File: src/rtl/ef_tmr_nch_if.sv
// Control, shadow-input and output signals of the multi-channel timer/PWM block.
// The master modport belongs to the register wrapper and the slave modport to the timer.
interface ef_tmr_nch_if #(
  parameter int W   = 16,
  parameter int NCH = 4,
  parameter int PRW = 8
);
  logic               en;
  logic [1:0]         mode;
  logic               one_shot;
  logic [PRW-1:0]     prescaler;
  logic [W-1:0]       period;
  logic [NCH*W-1:0]   cmp;
  logic               upd_req;
  logic [NCH-1:0]     ch_en;
  logic [NCH-1:0]     ch_pol;
  logic [7:0]         dt;
  logic [W-1:0]       cnt;
  logic               dir;
  logic               update_evt;
  logic [NCH-1:0]     match;
  logic [NCH-1:0]     pwm;
  logic [NCH-1:0]     pwm_n;

  modport master (
    output en, mode, one_shot, prescaler, period, cmp, upd_req, ch_en, ch_pol, dt,
    input  cnt, dir, update_evt, match, pwm, pwm_n
  );

  modport slave (
    input  en, mode, one_shot, prescaler, period, cmp, upd_req, ch_en, ch_pol, dt,
    output cnt, dir, update_evt, match, pwm, pwm_n
  );
endinterface

File: src/rtl/ef_tmr_nch.sv
// Prescaled up/down/up-down counter with NCH shadow-buffered compare/PWM channels.
// Define EF_TMR_NCH_DEADTIME_EN to build per-channel dead-time insertion.
module ef_tmr_nch #(
  parameter int W   = 16,
  parameter int NCH = 4,
  parameter int PRW = 8
) (
  input  logic         clk,
  input  logic         rst_n,
  ef_tmr_nch_if.slave  bus
);

  typedef enum logic [1:0] {
    MODE_HOLD = 2'b00,
    MODE_DOWN = 2'b01,
    MODE_UP   = 2'b10,
    MODE_UPDN = 2'b11
  } mode_e;

  mode_e            mode;
  logic             en_q;
  logic [PRW-1:0]   pr_q, pr_d;
  logic             run_q, run_d;
  logic             pending_q, pending_d;
  logic [W-1:0]     per_a_q, per_a_d;
  logic [NCH*W-1:0] cmp_a_q, cmp_a_d;
  logic [W-1:0]     cnt_q, cnt_d;
  logic             dir_q, dir_d;
  logic [NCH-1:0]   raw_q;
  logic [NCH-1:0]   raw_dt, rawn_dt;
  logic [NCH-1:0]   out_en;
  logic             start, tick, adv, wrap, upd_evt, xfer;

  assign mode    = mode_e'(bus.mode);
  assign start   = bus.en & ~en_q;
  assign tick    = bus.en & (pr_q == '0);
  // The start cycle only loads; counting begins on the following tick.
  assign adv     = tick & run_q & ~start;
  assign upd_evt = adv & wrap;
  assign xfer    = upd_evt & (pending_q | bus.upd_req);

  always_comb begin
    wrap = 1'b0;
    case (mode)
      MODE_UP:   wrap = (cnt_q >= per_a_q);
      MODE_DOWN: wrap = (cnt_q == '0);
      MODE_UPDN: wrap = ((cnt_q == '0) & ~dir_q) | (per_a_q == '0);
      MODE_HOLD: wrap = 1'b0;
    endcase
  end

  always_comb begin
    pr_d      = pr_q;
    run_d     = run_q;
    pending_d = pending_q | bus.upd_req;
    per_a_d   = per_a_q;
    cmp_a_d   = cmp_a_q;
    cnt_d     = cnt_q;
    dir_d     = dir_q;

    if (!bus.en || start || tick) pr_d = bus.prescaler;
    else                          pr_d = pr_q - 1'b1;

    if (start) begin
      run_d     = 1'b1;
      per_a_d   = bus.period;
      cmp_a_d   = bus.cmp;
      pending_d = 1'b0;
      cnt_d     = (mode == MODE_DOWN) ? bus.period : '0;
      dir_d     = (mode != MODE_DOWN);
    end else if (adv) begin
      if (xfer) begin
        per_a_d   = bus.period;
        cmp_a_d   = bus.cmp;
        pending_d = 1'b0;
      end
      // One-shot stops on its terminal value instead of wrapping.
      if (upd_evt && bus.one_shot) begin
        run_d = 1'b0;
      end else begin
        case (mode)
          MODE_UP: begin
            dir_d = 1'b1;
            cnt_d = wrap ? '0 : cnt_q + 1'b1;
          end
          MODE_DOWN: begin
            dir_d = 1'b0;
            cnt_d = wrap ? per_a_d : cnt_q - 1'b1;
          end
          MODE_UPDN: begin
            if (per_a_q == '0) begin
              cnt_d = '0;
            end else if (dir_q) begin
              if (cnt_q >= per_a_q) begin
                dir_d = 1'b0;
                cnt_d = cnt_q - 1'b1;
              end else begin
                cnt_d = cnt_q + 1'b1;
              end
            end else if (cnt_q == '0) begin
              dir_d = 1'b1;
              cnt_d = cnt_q + 1'b1;
            end else begin
              cnt_d = cnt_q - 1'b1;
            end
          end
          MODE_HOLD: ;
        endcase
      end
    end
  end

  always_ff @(posedge clk or negedge rst_n) begin
    if (!rst_n) begin
      en_q      <= 1'b0;
      pr_q      <= '0;
      run_q     <= 1'b0;
      pending_q <= 1'b0;
      per_a_q   <= '0;
      cmp_a_q   <= '0;
      cnt_q     <= '0;
      dir_q     <= 1'b1;
    end else begin
      en_q      <= bus.en;
      pr_q      <= pr_d;
      run_q     <= run_d;
      pending_q <= pending_d;
      per_a_q   <= per_a_d;
      cmp_a_q   <= cmp_a_d;
      cnt_q     <= cnt_d;
      dir_q     <= dir_d;
    end
  end

  for (genvar i = 0; i < NCH; i++) begin : g_ch
    assign bus.match[i] = adv & (cnt_q == cmp_a_q[i*W +: W]);

    always_ff @(posedge clk or negedge rst_n) begin
      if (!rst_n) raw_q[i] <= 1'b0;
      else        raw_q[i] <= (cnt_q < cmp_a_q[i*W +: W]);
    end
  end

`ifdef EF_TMR_NCH_DEADTIME_EN
  for (genvar i = 0; i < NCH; i++) begin : g_dt
    logic [7:0] on_cnt_q, off_cnt_q;
    logic       on_q, off_q;

    // Each side rises only after its input has been steady for dt cycles.
    always_ff @(posedge clk or negedge rst_n) begin
      if (!rst_n) begin
        on_cnt_q <= '0;
        on_q     <= 1'b0;
      end else if (!bus.en || !raw_q[i]) begin
        on_cnt_q <= '0;
        on_q     <= 1'b0;
      end else if (on_cnt_q >= bus.dt) begin
        on_q     <= 1'b1;
      end else begin
        on_cnt_q <= on_cnt_q + 1'b1;
      end
    end

    always_ff @(posedge clk or negedge rst_n) begin
      if (!rst_n) begin
        off_cnt_q <= '0;
        off_q     <= 1'b0;
      end else if (!bus.en || raw_q[i]) begin
        off_cnt_q <= '0;
        off_q     <= 1'b0;
      end else if (off_cnt_q >= bus.dt) begin
        off_q     <= 1'b1;
      end else begin
        off_cnt_q <= off_cnt_q + 1'b1;
      end
    end

    assign raw_dt[i]  = on_q;
    assign rawn_dt[i] = off_q;
  end
`else
  logic [NCH-1:0] raw_dt_q, rawn_dt_q;

  always_ff @(posedge clk or negedge rst_n) begin
    if (!rst_n) begin
      raw_dt_q  <= '0;
      rawn_dt_q <= '0;
    end else begin
      raw_dt_q  <= raw_q;
      rawn_dt_q <= ~raw_q;
    end
  end

  assign raw_dt  = raw_dt_q;
  assign rawn_dt = rawn_dt_q;
`endif

  assign out_en         = {NCH{bus.en}} & bus.ch_en;
  assign bus.pwm        = bus.ch_pol ^ (raw_dt & out_en);
  assign bus.pwm_n      = bus.ch_pol ^ (rawn_dt & out_en);
  assign bus.cnt        = cnt_q;
  assign bus.dir        = dir_q;
  assign bus.update_evt = upd_evt;

endmodule

File: src/flat_wrapper.sv
// flat-port wrapper written by rule: the top's interface ports become plain ports
module ef_tmr_nch_flat 
#(
  parameter int W   = 16,
  parameter int NCH = 4,
  parameter int PRW = 8
)
  (clk, rst_n, bus_en, bus_mode, bus_one_shot, bus_prescaler, bus_period, bus_cmp, bus_upd_req, bus_ch_en, bus_ch_pol, bus_dt, bus_cnt, bus_dir, bus_update_evt, bus_match, bus_pwm, bus_pwm_n);
  ef_tmr_nch_if #(.W(W), .NCH(NCH), .PRW(PRW)) bus_i ();
  input  logic clk;
  input  logic rst_n;
  input wire logic [$bits(bus_i.en)-1:0] bus_en;
  input wire logic [$bits(bus_i.mode)-1:0] bus_mode;
  input wire logic [$bits(bus_i.one_shot)-1:0] bus_one_shot;
  input wire logic [$bits(bus_i.prescaler)-1:0] bus_prescaler;
  input wire logic [$bits(bus_i.period)-1:0] bus_period;
  input wire logic [$bits(bus_i.cmp)-1:0] bus_cmp;
  input wire logic [$bits(bus_i.upd_req)-1:0] bus_upd_req;
  input wire logic [$bits(bus_i.ch_en)-1:0] bus_ch_en;
  input wire logic [$bits(bus_i.ch_pol)-1:0] bus_ch_pol;
  input wire logic [$bits(bus_i.dt)-1:0] bus_dt;
  output wire logic [$bits(bus_i.cnt)-1:0] bus_cnt;
  output wire logic [$bits(bus_i.dir)-1:0] bus_dir;
  output wire logic [$bits(bus_i.update_evt)-1:0] bus_update_evt;
  output wire logic [$bits(bus_i.match)-1:0] bus_match;
  output wire logic [$bits(bus_i.pwm)-1:0] bus_pwm;
  output wire logic [$bits(bus_i.pwm_n)-1:0] bus_pwm_n;
  assign bus_i.en = bus_en;
  assign bus_i.mode = bus_mode;
  assign bus_i.one_shot = bus_one_shot;
  assign bus_i.prescaler = bus_prescaler;
  assign bus_i.period = bus_period;
  assign bus_i.cmp = bus_cmp;
  assign bus_i.upd_req = bus_upd_req;
  assign bus_i.ch_en = bus_ch_en;
  assign bus_i.ch_pol = bus_ch_pol;
  assign bus_i.dt = bus_dt;
  assign bus_cnt = bus_i.cnt;
  assign bus_dir = bus_i.dir;
  assign bus_update_evt = bus_i.update_evt;
  assign bus_match = bus_i.match;
  assign bus_pwm = bus_i.pwm;
  assign bus_pwm_n = bus_i.pwm_n;
  ef_tmr_nch #(.W(W), .NCH(NCH), .PRW(PRW)) u_core (.clk(clk), .rst_n(rst_n), .bus(bus_i));
endmodule
File: config.mk
export PLATFORM = sky130hd
export DESIGN_NAME = ef_tmr_nch_flat
export DESIGN_NICKNAME = d
export VERILOG_FILES = /design/src/rtl/ef_tmr_nch_if.sv /design/src/rtl/ef_tmr_nch.sv /design/src/flat_wrapper.sv
export SDC_FILE = /design/constraint.sdc
export NUM_CORES = 1
export LEC_CHECK = 0
export CORE_AREA = 10 10 157 173
export CTS_CLUSTER_DIAMETER = 60
export DETAILED_ROUTE_END_ITERATION = 12
export DIE_AREA = 0 0 167 183
export GPL_ROUTABILITY_DRIVEN = 0
export PLACE_DENSITY = 0.67
export SLEW_MARGIN = 20
export SYNTH_ARGS = -nofsm -noshare
export SYNTH_HDL_FRONTEND = slang
export SYNTH_SLANG_ARGS = --single-unit
export TNS_END_PERCENT = 1
File: constraint.sdc
create_clock -name clk -period 9.8 [get_ports clk]
set_input_delay 2.94 -clock clk [delete_from_list [all_inputs] [get_ports clk]]
set_output_delay 2.94 -clock clk [all_outputs]
set_load 0.1 [all_outputs]
; Word-level counts from Yosys, hierarchy flattened
; Cells that the tools add are included.
[op_classes]
add_sub_neg = 3
n_lt_le_gt_ge = 5
n_eq_ne = 10
n_mux = 33
n_bitwise = 22
reduce_logical = 16
[ops]
columns = operator, n
row1 = 2-to-1 mux 16 bit, 13
row2 = 2-to-1 mux 64 bit, 3
row3 = == test 16 bit, 4
row4 = < comparator 16 bit, 4
row5 = case mux 16 bit (3 select lines), 1
row6 = logical NOT 16 bit, 2
row7 = adder 16 x 1 -> 16 bit (second input constant), 1
row8 = greater-or-equal comparator 16 bit, 1
row9 = subtractor 16 x 1 -> 16 bit (second input constant), 1
row10 = 2-to-1 mux 1 bit, 13
row11 = bitwise AND 4 bit, 3
row12 = bitwise AND 1 bit, 11
row13 = logical NOT 8 bit, 1
row14 = 2-to-1 mux 8 bit, 1
row15 = subtractor 8 x 1 -> 8 bit (second input constant), 1
row16 = bitwise XOR 4 bit, 2
row17 = nonzero test 2 bit, 3
row18 = == test 2 bit (second input constant), 2
row19 = != test 2 x 1 -> 1 bit (second input constant), 2
row20 = NOT 4 bit, 1
row21 = case mux 1 bit (4 select lines), 1
row22 = AND reduction 2 bit, 2
row23 = AND reduction 4 bit, 1
row24 = nonzero test 4 bit, 1
row25 = 10 further kinds, 14
[totals]
reg_bits = 120
inputBits = 111
word_cells = 103

; Logic depth before layout (Yosys ltp)
; Gate-level depths: netlist of run 1.
[depth]
ltp_word = 12
ltp_mapped = 11
ltp_nobuf = 10

; Worst setup path after synthesis of run 1
; Ideal clock, no wire load.
[synth_path]
kind = in2out
startpoint = input bus_en
endpoint = output bus_match[0]
t_arrival_ns = 6.578
path_slack_ns = 0.282
cell_stages = 4
cell_sequence = clkbuf_1 and3_1 nand2_1 nor4_1
[synth_between]
elab_chain_cells = 4
word_cells_on_any_way = 6
[synth_rtl]
columns = item, line_no
row1 = "start, declared", flat_wrapper.sv:12  ; input wire logic [$bits(bus_i.en)-1:0] bus_en;
row2 = "bitwise AND 1 bit, on equally long branches", "ef_tmr_nch.sv:36, ef_tmr_nch.sv:35"
row3 = bitwise AND 1 bit / NOT 1 bit (equally long branches), ef_tmr_nch.sv:38  ; assign adv = tick & run_q & ~start;
row4 = bitwise AND 1 bit (*), ef_tmr_nch.sv:38
row5 = bitwise AND 1 bit (*), ef_tmr_nch.sv:136  ; assign bus.match[i] = adv & (cnt_q == cmp_a_q[i*W +: W]);
row6 = "end, declared", flat_wrapper.sv:25  ; output wire logic [$bits(bus_i.match)-1:0] bus_match;
; Mark *: on every way between the ends. The rest lies on a longest branch, timed or not.

; Worst setup path after layout of run 1
[layout_path]
startpoint = input bus_en
endpoint = output bus_match[1]
; The elaborated chain is that of the path after synthesis.

==> results of run 1 <==
sequential cells by signal, indices dropped and copies added, names as in the netlist:
signal / count
u_core.cmp_a_q: 64
u_core.bus.cnt: 16
u_core.per_a_q: 16
u_core.pr_q: 8
u_core.raw_dt: 4
u_core.raw_q: 4
u_core.rawn_dt: 4
u_core.bus.dir: 1
u_core.en_q: 1
u_core.pending_q: 1
u_core.run_q: 1
per-layer routing:
metal	vias up	share of wire, %	wire length [um]	track usage (%)
li1	3195	-	-	-
met2	256	47	11300	25.5
met3	41	7.5	1810	4.47
met4	2	1.9	447	4.04
met1	3174	43	10400	19.5
met5	-	0.054	13	0
power breakdown:
part	internal (mW)	switching, mW
combinational	0.251	0.344
sequential	0.574	0.0893
clock	0.399	0.226
final timing paths:
kind	end	slack (ns)	start
worst min-delay path	u_core.raw_dt[3]	0.37	u_core.raw_q[3]
min in group asynchronous	u_core.bus.cnt[3]	2.54	rst_n
max in group asynchronous	u_core.cmp_a_q[37]	6.14	rst_n
worst max register to register	u_core.bus.cnt[7]	5.32	u_core.bus.cnt[0]
worst min register to register	u_core.raw_dt[3]	0.37	u_core.raw_q[3]
worst max-delay path	bus_match[1]	1.23	bus_en
cells by family after synthesis:
group	synth area share [%]
and+or+nand+nor	12.7
AOI/OAI and AO/OA	15.6
buffers and inverters	6.22
DFF	37.1
muxes	12.7
adders and majority gates	13.0
xor gates and xnor gates	2.81
cells in the mapped netlist, types with 4 or more instances:
| cell type | count |
|---|---|
| nand2_1 | 46 |
| or3_1 | 7 |
| o32ai_1 | 4 |
| mux2i_1 | 8 |
| nand4_1 | 20 |
| nor3_1 | 10 |
| o221ai_1 | 7 |
| ha_1 | 84 |
| and3_1 | 5 |
| clkbuf_1 | 13 |
| o21ai_0 | 29 |
| a211oi_1 | 10 |
| nor4_1 | 12 |
| a2111oi_0 | 6 |
| mux2_2 | 82 |
| nor2b_1 | 12 |
| dfrtp_1 | 119 |
| nor2_1 | 37 |
| buf_2 | 13 |
| a21o_1 | 18 |
| xor2_1 | 5 |
| o21a_1 | 20 |
| a21oi_1 | 27 |
| a221oi_1 | 5 |
| nand3_1 | 16 |
| o211ai_1 | 6 |
| o31ai_1 | 4 |
| inv_1 | 93 |
| xnor2_1 | 21 |
layout make-up:
| class | count | area [sq um] | share of cell area [%] |
|---|---|---|---|
| Timing Repair Buffer | 140 | 1370 | 13.3 |
| Clock buffer | 24 | 492 | 4.78 |
| Tap cell | 305 | 382 | 3.71 |
| Sequential cell | 120 | 3000 | 29.2 |
| Multi-Input combinational cell | 564 | 4600 | 44.7 |
| Inverter | 93 | 349 | 3.39 |
| Antenna cell | 2 | 5.00 | 0.0486 |
| Clock inverter | 7 | 92.6 | 0.899 |
==> summary.txt, run 1 <==
Setup path
  – Worst path max stage delay: 0.65 ns
  – Buf/Inv on CP: 2
  – Crit path cell chain: clkdlybuf4s50_1 -> nand2b_1 -> nand2_1 -> nor4_1 -> buf_4
  – Setup crit start kind: input port
  – Levels on crit path: 5
  – Setup CP Type: input port to output pin
  – CP endpoint kind: output pin
  – Worst reg-to-reg path cell count: 12
  – Slowest-stage cell, CP: clkdlybuf4s50_1
  – Crit path arrival time: 5.63 ns
  – Cell class contributing the biggest share of worst-path delay: simple AND/OR/NAND/NOR gates
  – CP required: about 6.9 ns
  – Crit-path max FO: 13

Routing
  – # DRC: 0
  – WL per Instance: roughly 19 um
  – Routed Wire Length: approximately 24,000 um
  – Starting DRT DRC Count: 606
  – Vias per inst: approximately 5.3
  – 1st-pass router iterations: 5
  – Routed Antenna Nets: 0
  – DR vias: 6,668

Finish
  – Fill count: between 2,000 and 2,500
  – Area grow syn2layout: 27.0%
  – Commonest non-fill, non-tap cell in the layout: clkdlybuf4s50_1
  – Post-route insts no fill: 1,255
  – Final Cell Area: 10,300 sq um
  – Util after Layout: 43.7%
  – Nets: roughly 1,100
  – Most frequent cells in the layout: clkdlybuf4s50_1, dfrtp_1, inv_1
  – Fraction of layout cells with a size suffix above 1: 15.9%

Timing
  – Max-slew violation count: 0
  – Min Tclk post-route: 8.57 ns
  – Hold Violations, Final: 0
  – Final Setup Violations: 0
  – Skew final: a little over 0.009 ns
  – Hold Slack: 0.372 ns
  – Final worst slack: 1.23 ns
  – Slew Limit Headroom: 23.7%
  – Max Fclk: 117 MHz
  – Fin crit share: between 80% and 90%
  – RSZ-0062 raised after global routing: no
  – Slew @ Worst Pin: 1.14 ns
  – Setup TNS: 0 ns

Power
  – Power Density: 183 nW/um^2
  – Leak pwr: 4.56 nW
  – Power, Total: between 1.5 and 2 mW
  – VDD IR max: 0.115 mV

Place
  – HPWL after DPL: 17,500 um
  – Placed cell area: approximately 9700 sq um
  – Dpl ws: approximately 1.2 ns
  – Placed cells: between 1,000 and 1,500
  – Port bufs: 132

Floorplan
  – IO Count: 141
  – Site Rows: 59
  – Core area: 23,500 sq um
  – Die ar.: around 31,000 sq um
  – Die W: 167 um
  – Initial Util: 34.4%
  – Die Span Y: 183 um

Clocking
  – Setup Fix Bufs, Post-CTS: 0
  – H-tree depth: 4
  – Worst-Skew Late Latency: 0.42 ns
  – CTS buffer count: 17
  – Post_cts resized: 0
  – Hold_buf cts: 0
  – Clock root cell: clkbuf_16
  – CTS tree: built
  – Clk buf depth: 2
  – Sink Count: 120
  – Worst-path clk slew: 0.05 ns

Status
  – Run status: finished clean

Logic synthesis
  – Synth area leader: dfrtp_1
  – Post-synthesis cell count: approximately 810
  – Syn. warnings: 0
  – Synth top area cells: dfrtp_1, ha_1, mux2_2
  – Synth Flop Type: dfrtp_1
  – Seq cells post-synth: 120
  – Syn_area_per_cell: 10.0 sq um
  – Number of synthesized flops with an enable pin: 0
  – Yosys top cell area share: 36.7%
  – Netlist cell types: 73
  – Post-synthesis net count: 1,002
  – FFs w/ async S/R, synth: 100%
  – Sequential area share after synthesis: a little under two fifths
  – Syn Std Cell Area: a little over 8000 sq um

Hold path
  – Hold Crit Class: register to register
  – Worst hold path depth: 0

Global routing
  – Initial antenna violation count: 2
  – First-pass GRT wire length: ~38,000 um
  – Grt ovf: 0
  – Number of global-route vias before repair: 6,828
  – Gr usage total: between 15 and 20%
  – Largest net degree at the start of global routing: slightly below 80

Run
  – Max-Cap Viols: 0
No activity file was read; power rests on OpenSTA's default activity.
==> run 2: changes to the inputs <==
--- a/config.mk
+++ b/config.mk
@@ -11,6 +11,7 @@
 export DIE_AREA = 0 0 167 183
 export GPL_ROUTABILITY_DRIVEN = 0
 export PLACE_DENSITY = 0.67
+export REMOVE_ABC_BUFFERS = 1
 export SLEW_MARGIN = 20
 export SYNTH_ARGS = -nofsm -noshare
 export SYNTH_HDL_FRONTEND = slang
==> constraint.sdc (replaced) <==
create_clock -name clk -period 8.3 [get_ports clk]
set_input_delay 2.49 -clock clk [delete_from_list [all_inputs] [get_ports clk]]
set_output_delay 2.49 -clock clk [all_outputs]
set_load 0.1 [all_outputs]
==> run 2 against run 1 <==
Compared with the run above: cell area rose by 0.18%; via count rose by 0.82%; combinational power rose by 19%; largest cell class unchanged; largest power group unchanged.
==> summary.txt, run 2 (synthesis results as in run 1) <==
Place
  – HPWL after DPL: ~17,000 um
  – Placed cells: approximately 1,200
  – Port bufs: 132
  – Dpl ws: 1.27 ns

Finish
  – Diode count: 0
  – Max FFs per register: 64
  – Fraction of layout cells with a size suffix above 1: 17.4%
  – Util after Layout: 43.8%
  – Largest register by flop count: u_core.cmp_a_q
  – Area grow syn2layout: 27.2%
  – Nets: 1,133
  – Post-route insts no fill: 1,256
  – Most frequent cells in the layout: dfrtp_1, clkdlybuf4s50_1, inv_1
  – Commonest non-fill, non-tap cell in the layout: dfrtp_1

Clocking
  – Sink Count: 120
  – Setup Fix Bufs, Post-CTS: 0
  – Worst-Skew Late Latency: between 0.4 and 0.5 ns
  – Hold_buf cts: 0
  – Clk buf depth: 2
  – Worst-path clk slew: roughly 0.060 ns
  – H-tree depth: 4
  – CTS tree: built
  – CTS buffer count: 17
  – Clock root cell: clkbuf_16
  – Post_cts resized: 0

Global routing
  – Initial antenna violation count: 2
  – Grt ovf: 0
  – Largest net degree at the start of global routing: 83
  – First-pass GRT wire length: about 38,000 um
  – Gr usage total: 15.7%
  – Number of global-route vias before repair: 7,027

Floorplan
  – Initial Util: about 34%
  – Die ar.: about 30,000 sq um
  – Die W: 167 um
  – Core area: about 24,000 sq um
  – IO Count: 141
  – Die Span Y: approximately 180 um
  – Site Rows: between 50 and 60

Run
  – Max-Cap Viols: 0

Timing
  – Hold Violations, Final: 0
  – Max Fclk: 141 MHz
  – Skew final: between 0.006 and 0.007 ns
  – Min Tclk post-route: roughly 7 ns
  – RSZ-0062 raised after global routing: no
  – Fin crit share: between 80% and 90%
  – Slew @ Worst Pin: 1.16 ns
  – Max-slew violation count: 0
  – Slew Limit Headroom: 22.5%
  – Final worst slack: ~1.2 ns
  – Final Setup Violations: 0

Setup path
  – Worst path max stage delay: 0.70 ns
  – Crit-path max FO: 11
  – Crit path arrival time: ~4.6 ns
  – Setup crit start kind: input port
  – Worst reg-to-reg path cell count: 10
  – CP endpoint kind: output pin
  – Slowest-stage cell, CP: clkdlybuf4s50_1
  – CP required: 5.81 ns
  – Setup CP Type: input port to output pin
  – Crit-path most repeated cell: nor2_1
  – Crit path cell chain: clkdlybuf4s50_1 -> nor2_1 -> a21o_1 -> o21ai_4 -> nand2_2 -> nor2_1 -> buf_4

Power
  – Clock power frac: 34.0%
  – Seq pwr share: 34.6%
  – VDD IR max: 0.137 mV
  – Combinational cell fraction of total power: a little under a third
  – Power Density: 218 nW/um^2
  – Leak pwr: 4.59 nW
  – Net switching power: 0.793 mW
  – Internal: roughly 1.5 mW
  – Sw Ratio: 35.2%
  – Power, Total: 2.25 mW

Routing
  – Vias per inst: 5.35
  – DR vias: 6,723
  – 1st-pass router iterations: 5
  – WL per Instance: approximately 19 um
  – Routed Wire Length: ~24,000 um
  – Routed Antenna Nets: 0
  – Starting DRT DRC Count: 547
  – # DRC: 0

Status
  – Run status: finished clean

Hold path
  – Hold Crit Class: register to register
  – Worst hold path depth: 0
## run 2: power groups by stage
stage               combinational [mW]  clock (mW)  sequential [mW]
detailed placement               0.705           0            0.789
floorplan                        0.410           0            0.833
finish                           0.705       0.766            0.780
global placement                 0.688           0            0.788
CTS                              0.708       0.783            0.780
global route                     0.782       0.809            0.791
## run 2: per-stage QoR
stage          setup TNS (ns)  hold WS (ns)  area, sq um
2_1_floorplan          -0.241         0.354         7950
3_3_place_gp                0         0.359         9700
3_5_place_dp                0         0.375         9700
4_1_cts                     0         0.388        10300
5_1_grt                     0         0.402        10300
6_report                    0         0.382        10300
## run 2: worst paths after layout
kind,startpoint,endpoint,slack [ns]
max,bus_mode[0],bus_update_evt,1.23
min,u_core.raw_q[0],u_core.raw_dt[0],0.38
max reg2reg,u_core.bus.cnt[0],u_core.bus.cnt[4],4.26
min reg2reg,u_core.raw_q[0],u_core.raw_dt[0],0.38
max in group asynchronous,rst_n,u_core.bus.cnt[4],5.11
min in group asynchronous,rst_n,u_core.per_a_q[7],2.11
## run 2: area by class of cell
cell class,count,area [sq um]
inverter,93,349
clock inverter,12,150
timing repair buffer,142,1370
sequential,120,3000
fill,2266,13200
tap,305,382
clock buffer,20,457
multi-input combinational,564,4600
## run 2: worst max-delay path, delay by kind of cell
| family | cells | cell delay (ns) |
|---|---|---|
| buf+inv | 2 | 1.03 |
| simple gates | 3 | 0.55 |
| compound gates | 2 | 0.50 |
## run 2: routing by layer
layer	global-route usage [%]	wire, um
met5	0	32
met4	6.29	609
met3	5.26	2020
met2	25.0	11200
met1	19.3	10200
